## config.mk

```make
export PLATFORM = sky130hd
export DESIGN_NAME = rat_ckpt
export DESIGN_NICKNAME = d
export VERILOG_FILES = /design/src/rtl/rat_ckpt.sv
export SDC_FILE = /design/constraint.sdc
export NUM_CORES = 2
export LEC_CHECK = 0
export CORE_MARGIN = 2
export CORE_UTILIZATION = 55
export CTS_CLUSTER_SIZE = 20
export DETAILED_ROUTE_END_ITERATION = 7
export PLACE_DENSITY = 0.71
export SYNTH_ARGS = -nofsm -noshare
export SYNTH_HDL_FRONTEND = slang
export SYNTH_SLANG_ARGS = --single-unit
```

## constraint.sdc

```tcl
create_clock -name clk -period 3.8 [get_ports clk]
set_input_delay 0.76 -clock clk [delete_from_list [all_inputs] [get_ports clk]]
set_output_delay 0.76 -clock clk [all_outputs]
set_load 0.02 [all_outputs]
```

## src/rtl/rat_ckpt.sv

```systemverilog
// Register alias table with a circular FIFO of checkpoints.
//
// Purpose: maps each architectural register to "pending in ROB" plus a ROB
// tag. Snapshots of the map are taken on branches and restored on
// mispredict. Completion broadcasts (CDB) clear matching pending bits in the
// live map and in every snapshot.
//
// Ports:
//   clk, rst            clock, synchronous active-high reset
//   rs1, rs2            source lookup indices (combinational read + CDB bypass)
//   rs1/rs2_valid,_tag  1 = source still pending, with its ROB tag
//   rd, rat_we,
//   rob_tag_in          rename write
//   cdb_valid, cdb_tag  completion broadcast
//   ckpt_take           snapshot request
//   ckpt_id             slot the next take will use
//   ckpt_full           all slots live
//   ckpt_count          number of live checkpoints
//   restore_valid,
//   restore_id          rollback to a snapshot; that slot and younger are freed
//   release_valid       free the oldest checkpoint
//   flush               clear map and all checkpoints
module rat_ckpt #(
  parameter int NREG  = 32,
  parameter int TAG_W = 5,
  parameter int NCKPT = 4
) (
  input  logic                       clk,
  input  logic                       rst,
  input  logic [$clog2(NREG)-1:0]    rs1,
  input  logic [$clog2(NREG)-1:0]    rs2,
  input  logic [$clog2(NREG)-1:0]    rd,
  input  logic                       rat_we,
  input  logic [TAG_W-1:0]           rob_tag_in,
  input  logic                       cdb_valid,
  input  logic [TAG_W-1:0]           cdb_tag,
  input  logic                       ckpt_take,
  output logic [$clog2(NCKPT)-1:0]   ckpt_id,
  output logic                       ckpt_full,
  output logic [$clog2(NCKPT):0]     ckpt_count,
  input  logic                       restore_valid,
  input  logic [$clog2(NCKPT)-1:0]   restore_id,
  input  logic                       release_valid,
  input  logic                       flush,
  output logic                       rs1_valid,
  output logic                       rs2_valid,
  output logic [TAG_W-1:0]           rs1_tag,
  output logic [TAG_W-1:0]           rs2_tag
);

  localparam int CW = $clog2(NCKPT);
  localparam logic [CW:0] PTR_ONE  = (CW+1)'(1);
  localparam logic [CW:0] PTR_FULL = (CW+1)'(NCKPT);

  // Live map
  logic [NREG-1:0]  pend_q, pend_d;
  logic [TAG_W-1:0] tag_q [NREG];
  logic [TAG_W-1:0] tag_d [NREG];

  // Snapshot storage
  logic [NREG-1:0]  ck_pend_q [NCKPT];
  logic [NREG-1:0]  ck_pend_d [NCKPT];
  logic [TAG_W-1:0] ck_tag_q  [NCKPT][NREG];
  logic [TAG_W-1:0] ck_tag_d  [NCKPT][NREG];

  // FIFO pointers carry one extra bit so full and empty are distinguishable
  logic [CW:0] head_q, head_d;
  logic [CW:0] tail_q, tail_d;

  logic [CW-1:0] rst_off;
  logic          take_ok;
  logic          rel_ok;

  assign ckpt_count = tail_q - head_q;
  assign ckpt_full  = (ckpt_count == PTR_FULL);
  assign ckpt_id    = tail_q[CW-1:0];

  // Source reads: a same-cycle CDB hit shows the operand as already ready
  assign rs1_tag   = tag_q[rs1];
  assign rs2_tag   = tag_q[rs2];
  assign rs1_valid = pend_q[rs1] && !(cdb_valid && (tag_q[rs1] == cdb_tag));
  assign rs2_valid = pend_q[rs2] && !(cdb_valid && (tag_q[rs2] == cdb_tag));

  // Distance of the restored slot from the head gives its pointer position,
  // which becomes the new tail.
  assign rst_off = restore_id - head_q[CW-1:0];
  assign take_ok = ckpt_take && !ckpt_full && !restore_valid && !flush;
  // Releasing the very slot being restored would free it twice; drop the release.
  assign rel_ok  = release_valid && (ckpt_count != '0) && !flush &&
                   !(restore_valid && (restore_id == head_q[CW-1:0]));

  // Map next state: source (live or snapshot), then CDB clear, then rename
  always_comb begin
    pend_d = pend_q;
    tag_d  = tag_q;
    if (restore_valid) begin
      pend_d = ck_pend_q[restore_id];
      tag_d  = ck_tag_q[restore_id];
    end
    if (cdb_valid) begin
      for (int i = 0; i < NREG; i++) begin
        if (pend_d[i] && (tag_d[i] == cdb_tag)) pend_d[i] = 1'b0;
      end
    end
    if (!restore_valid && rat_we && (rd != '0)) begin
      pend_d[rd] = 1'b1;
      tag_d[rd]  = rob_tag_in;
    end
    if (flush) begin
      pend_d = '0;
      for (int i = 0; i < NREG; i++) tag_d[i] = '0;
    end
    // x0 is hardwired ready
    pend_d[0] = 1'b0;
    tag_d[0]  = '0;
  end

  // Snapshot next state: CDB clear in every slot, then capture on take
  always_comb begin
    ck_pend_d = ck_pend_q;
    ck_tag_d  = ck_tag_q;
    if (cdb_valid) begin
      for (int k = 0; k < NCKPT; k++) begin
        for (int i = 0; i < NREG; i++) begin
          if (ck_pend_q[k][i] && (ck_tag_q[k][i] == cdb_tag)) ck_pend_d[k][i] = 1'b0;
        end
      end
    end
    if (take_ok) begin
      ck_pend_d[tail_q[CW-1:0]] = pend_d;
      ck_tag_d[tail_q[CW-1:0]]  = tag_d;
    end
  end

  // Pointer next state
  always_comb begin
    head_d = head_q;
    tail_d = tail_q;
    if (flush) begin
      head_d = '0;
      tail_d = '0;
    end else begin
      if (rel_ok) head_d = head_q + PTR_ONE;
      if (restore_valid)  tail_d = head_q + {1'b0, rst_off};
      else if (take_ok)   tail_d = tail_q + PTR_ONE;
    end
  end

  always_ff @(posedge clk) begin
    if (rst) begin
      pend_q <= '0;
      for (int i = 0; i < NREG; i++) tag_q[i] <= '0;
      for (int k = 0; k < NCKPT; k++) begin
        ck_pend_q[k] <= '0;
        for (int i = 0; i < NREG; i++) ck_tag_q[k][i] <= '0;
      end
      head_q <= '0;
      tail_q <= '0;
    end else begin
      pend_q    <= pend_d;
      tag_q     <= tag_d;
      ck_pend_q <= ck_pend_d;
      ck_tag_q  <= ck_tag_d;
      head_q    <= head_d;
      tail_q    <= tail_d;
    end
  end

endmodule

```

==> impl_metrics.json <==
{
  "p_comb_share_pct": 8.9,
  "peakVddDrop_v": 0.000456,
  "clk_path_buf_depth": 3,
  "grt.total_usage_pct": 37.2,
  "drv_cap": 0,
  "synth_cell_types": 62,
  "status": "finished, violations left",
  "cts_tree": "done",
  "io_pins": 53,
  "crit_arrival_ps": 3140,
  "p_leak_nw": 22.0,
  "crit_slowest_cell": "mux4_2",
  "cp_top_family": "multiplexers",
  "final_max_slew_viol_count": 0,
  "required_ps": 3040,
  "grt_pass1_wl_um": 283000,
  "yosysSeqAreaShare_pct": 35.7,
  "intPower_mw": 17.0,
  "layout_setup_ws_ps": -105,
  "cts_buffers": 104,
  "total_power_mw": 22.7,
  "yosysMostFrequentCell": "nand2_1",
  "p_sw_mw": 5.64,
  "clock_latency_ps": 690,
  "end_kind": "primary output",
  "antenna_found_initial": 8,
  "wirelength_um": 187000,
  "ant_nets": 0,
  "crit_type": "flop to primary output",
  "vias_per_cell": 6.32,
  "dp_hpwl_um": 124000,
  "swShare_pct": 24.9,
  "synth_common_cells": "nand2_1 (1294), dfxtp_1 (936), a21oi_1 (734)",
  "die_y_um": 313,
  "syn_to_final_growth_pct": 14.5,
  "synth_top_area_share_pct": 35.7,
  "portBuffers": 52,
  "syn-num-nets": 6148,
  "clk_pin_slew_ps": 60,
  "cts_root_buf": "clkbuf_16",
  "synthCells": 6103,
  "dieArea_um2": 98000,
  "startpoint_type": "flop",
  "critical_path_buf_inv_count": 1,
  "finalHoldViolations": 0,
  "final_nets": 6162,
  "rsz0062_at_grt": "yes",
  "hold_ws_ps": 460,
  "drtIter0Drc": 5790,
  "cts_hold_buf": 0,
  "cp_max_fo": 3,
  "place_congestion": 1.01,
  "coreArea_um2": 94900,
  "tightest_slew_ps": 1160,
  "max_stage_delay_ps": 480,
  "ff_latch_area_um2": 18800,
  "vias": 47300,
  "sequentialPowerShare_pct": 43.4,
  "max_slew_margin_pct": 22.5,
  "drc": 0,
  "netlist_top_cells_area": "dfxtp_1 (36%), mux4_2 (11%), nand2_1 (9.2%)",
  "syn_area_um2": 52600,
  "start_util_pct": 55.4,
  "hp-class": "primary input to flop",
  "rows": 113,
  "grt_pass1_vias": 45300,
  "ys.flop_type": "dfxtp_1",
  "htree_levels": 3,
  "timing.fmax_mhz": 256,
  "synth_edf_count": 0,
  "drt-pass1-iter-count": 6,
  "nFillCells": 7909,
  "async_reset_ff_share_pct": 0,
  "multi_input_area_um2": 31500,
  "p_clk_share_pct": 47.7,
  "cts.sinks": 936,
  "yosysTopAreaCell": "dfxtp_1",
  "grt_max_degree": 202,
  "grt_overflow": 0,
  "detail_route.wl_per_cell_um": 25.0,
  "fin_crit_sh_pct": 103,
  "report.final.setup_viol": 2,
  "worstPathCellList": "mux4_2, mux2_4, a32oi_2, o311ai_2, xor2_1, nor4b_4, a41oi_2, buf_4",
  "drive_gt1_share_pct": 14.9,
  "violations": "setup timing",
  "fin_util_pct": 63.4,
  "fin_worst_skew_ps": 26.9,
  "die_x_um": 313,
  "fin_crit_ps": 3900,
  "postSynthAreaPerCell_um2": 8.61,
  "ys_ff_latch": 936,
  "power_density_nw_per_um2": 377,
  "ys_warn_count": 0
}
==> cells by family after synthesis <==
group | after synthesis | share of synthesized area (%)
flip-flops | 936 | 35.7
buffers and inverters | 555 | 4.90
multiplexers | 494 | 15.7
adder cells (fa/ha/maj) | 10 | 0.267
AO/OA/AOI/OAI | 1087 | 11.7
XOR/XNOR | 793 | 13.2
AND/OR/NAND/NOR | 2228 | 18.6
==> tightest hold or removal path: stages <==
cell and delay [ps]:
buf_6 120, nand3_1 80, nand3_1 80, a21oi_1 60
==> sequential cells by signal (all words and copies together), names as in the netlist <==
signal / flops
ck_pend_q: 124
ck_tag_q: 620
head_q: 3
pend_q: 31
tag_q: 155
tail_q: 3
==> timing repair <==
item | CTS | global route
setup buffers | 9 | 3
endpoints found under the setup margin | 11 | 4
cloned | 1 | 0
resized for setup | 50 | 43
pin swaps | 10 | 13
==> layout make-up <==
type                            count  share of cell area, %
Inverter                           17                  0.106
Sequential cell                   936                   31.2
Antenna cell                        7                 0.0291
Tap cell                         1265                   2.63
Clock inverter                     38                  0.904
Multi-Input combinational cell   4612                   52.3
Timing Repair Buffer              446                   7.67
Clock buffer                      156                   5.16
==> stage by stage <==
| stage | setup WS (ps) | setup TNS [ps] | cell area, µm² | cells |
|---|---|---|---|---|
| 2_1_floorplan | 28.0 | 0 | 52600 | 6103 |
| 3_3_place_gp | -931 | -3360 | 56100 | 7263 |
| 3_5_place_dp | -935 | -3460 | 56100 | 7263 |
| 4_1_cts | -144 | -181 | 60000 | 7467 |
| 5_1_grt | -132 | -222 | 60200 | 7470 |
| 6_report | -105 | -157 | 60200 | 7477 |
==> worst paths after layout <==
path / start / endpoint / slack [ps] / depth (start not counted)
min reg2reg: ck_pend_q[95]$_SDFF_PP0_ / ck_pend_q[95]$_SDFF_PP0_ / 460 / 2
max reg2reg: tail_q[0]$_SDFFE_PP0P_ / ck_tag_q[369]$_SDFFE_PP0P_ / 530 / 11
min: cdb_valid / ck_pend_q[113]$_SDFF_PP0_ / 460 / 4
max: tag_q[95]$_SDFF_PP0_ / rs1_valid / -100 / 8
==> power by group through the flow <==
stage / Combinational [mW] / Clock, mW / Sequential (mW)
floorplan: 1.26 / 0 / 10.0
global placement: 1.93 / 0 / 10.1
detailed placement: 1.94 / 0 / 10.1
CTS: 1.96 / 10.8 / 9.84
global route: 2.11 / 11.3 / 9.83
finish: 2.03 / 10.8 / 9.84
==> layout by cell type (no fill, tap or decap), types with 7 or more instances in the layout <==
cell type / count
nor3b_1: 7
nor2_1: 258
ha_1: 8
clkbuf_1: 26
a31oi_1: 44
clkbuf_8: 22
a211oi_1: 168
xnor2_1: 256
o21a_1: 8
nor3_1: 12
buf_6: 7
nand3_1: 271
mux2_2: 23
a21boi_1: 8
o21ai_0: 65
xor2_1: 534
dlygate4sd2_1: 10
clkinv_2: 20
nor4_1: 155
inv_1: 15
a21oi_1: 734
buf_12: 87
clkdlybuf4s50_1: 16
bufinv_16: 13
diode_2: 7
dfxtp_1: 928
nand4_1: 8
buf_4: 305
nand2_1: 1290
mux2i_1: 205
nor2b_1: 180
dfxtp_2: 7
clkbuf_16: 108
buf_8: 11
mux4_2: 260
==> per-layer routing <==
| metal | vias up | GRT usage [%] | part of all wire, % |
|---|---|---|---|
| met2 | 2761 | 56.2 | 44 |
| met4 | 6 | 16.0 | 4.5 |
| met5 | - | 0 | 0.021 |
| met3 | 518 | 8.65 | 12 |
| met1 | 22800 | 50.9 | 40 |
| li1 | 21100 | - | - |
Note: power is estimated with default switching activity, not from simulation.
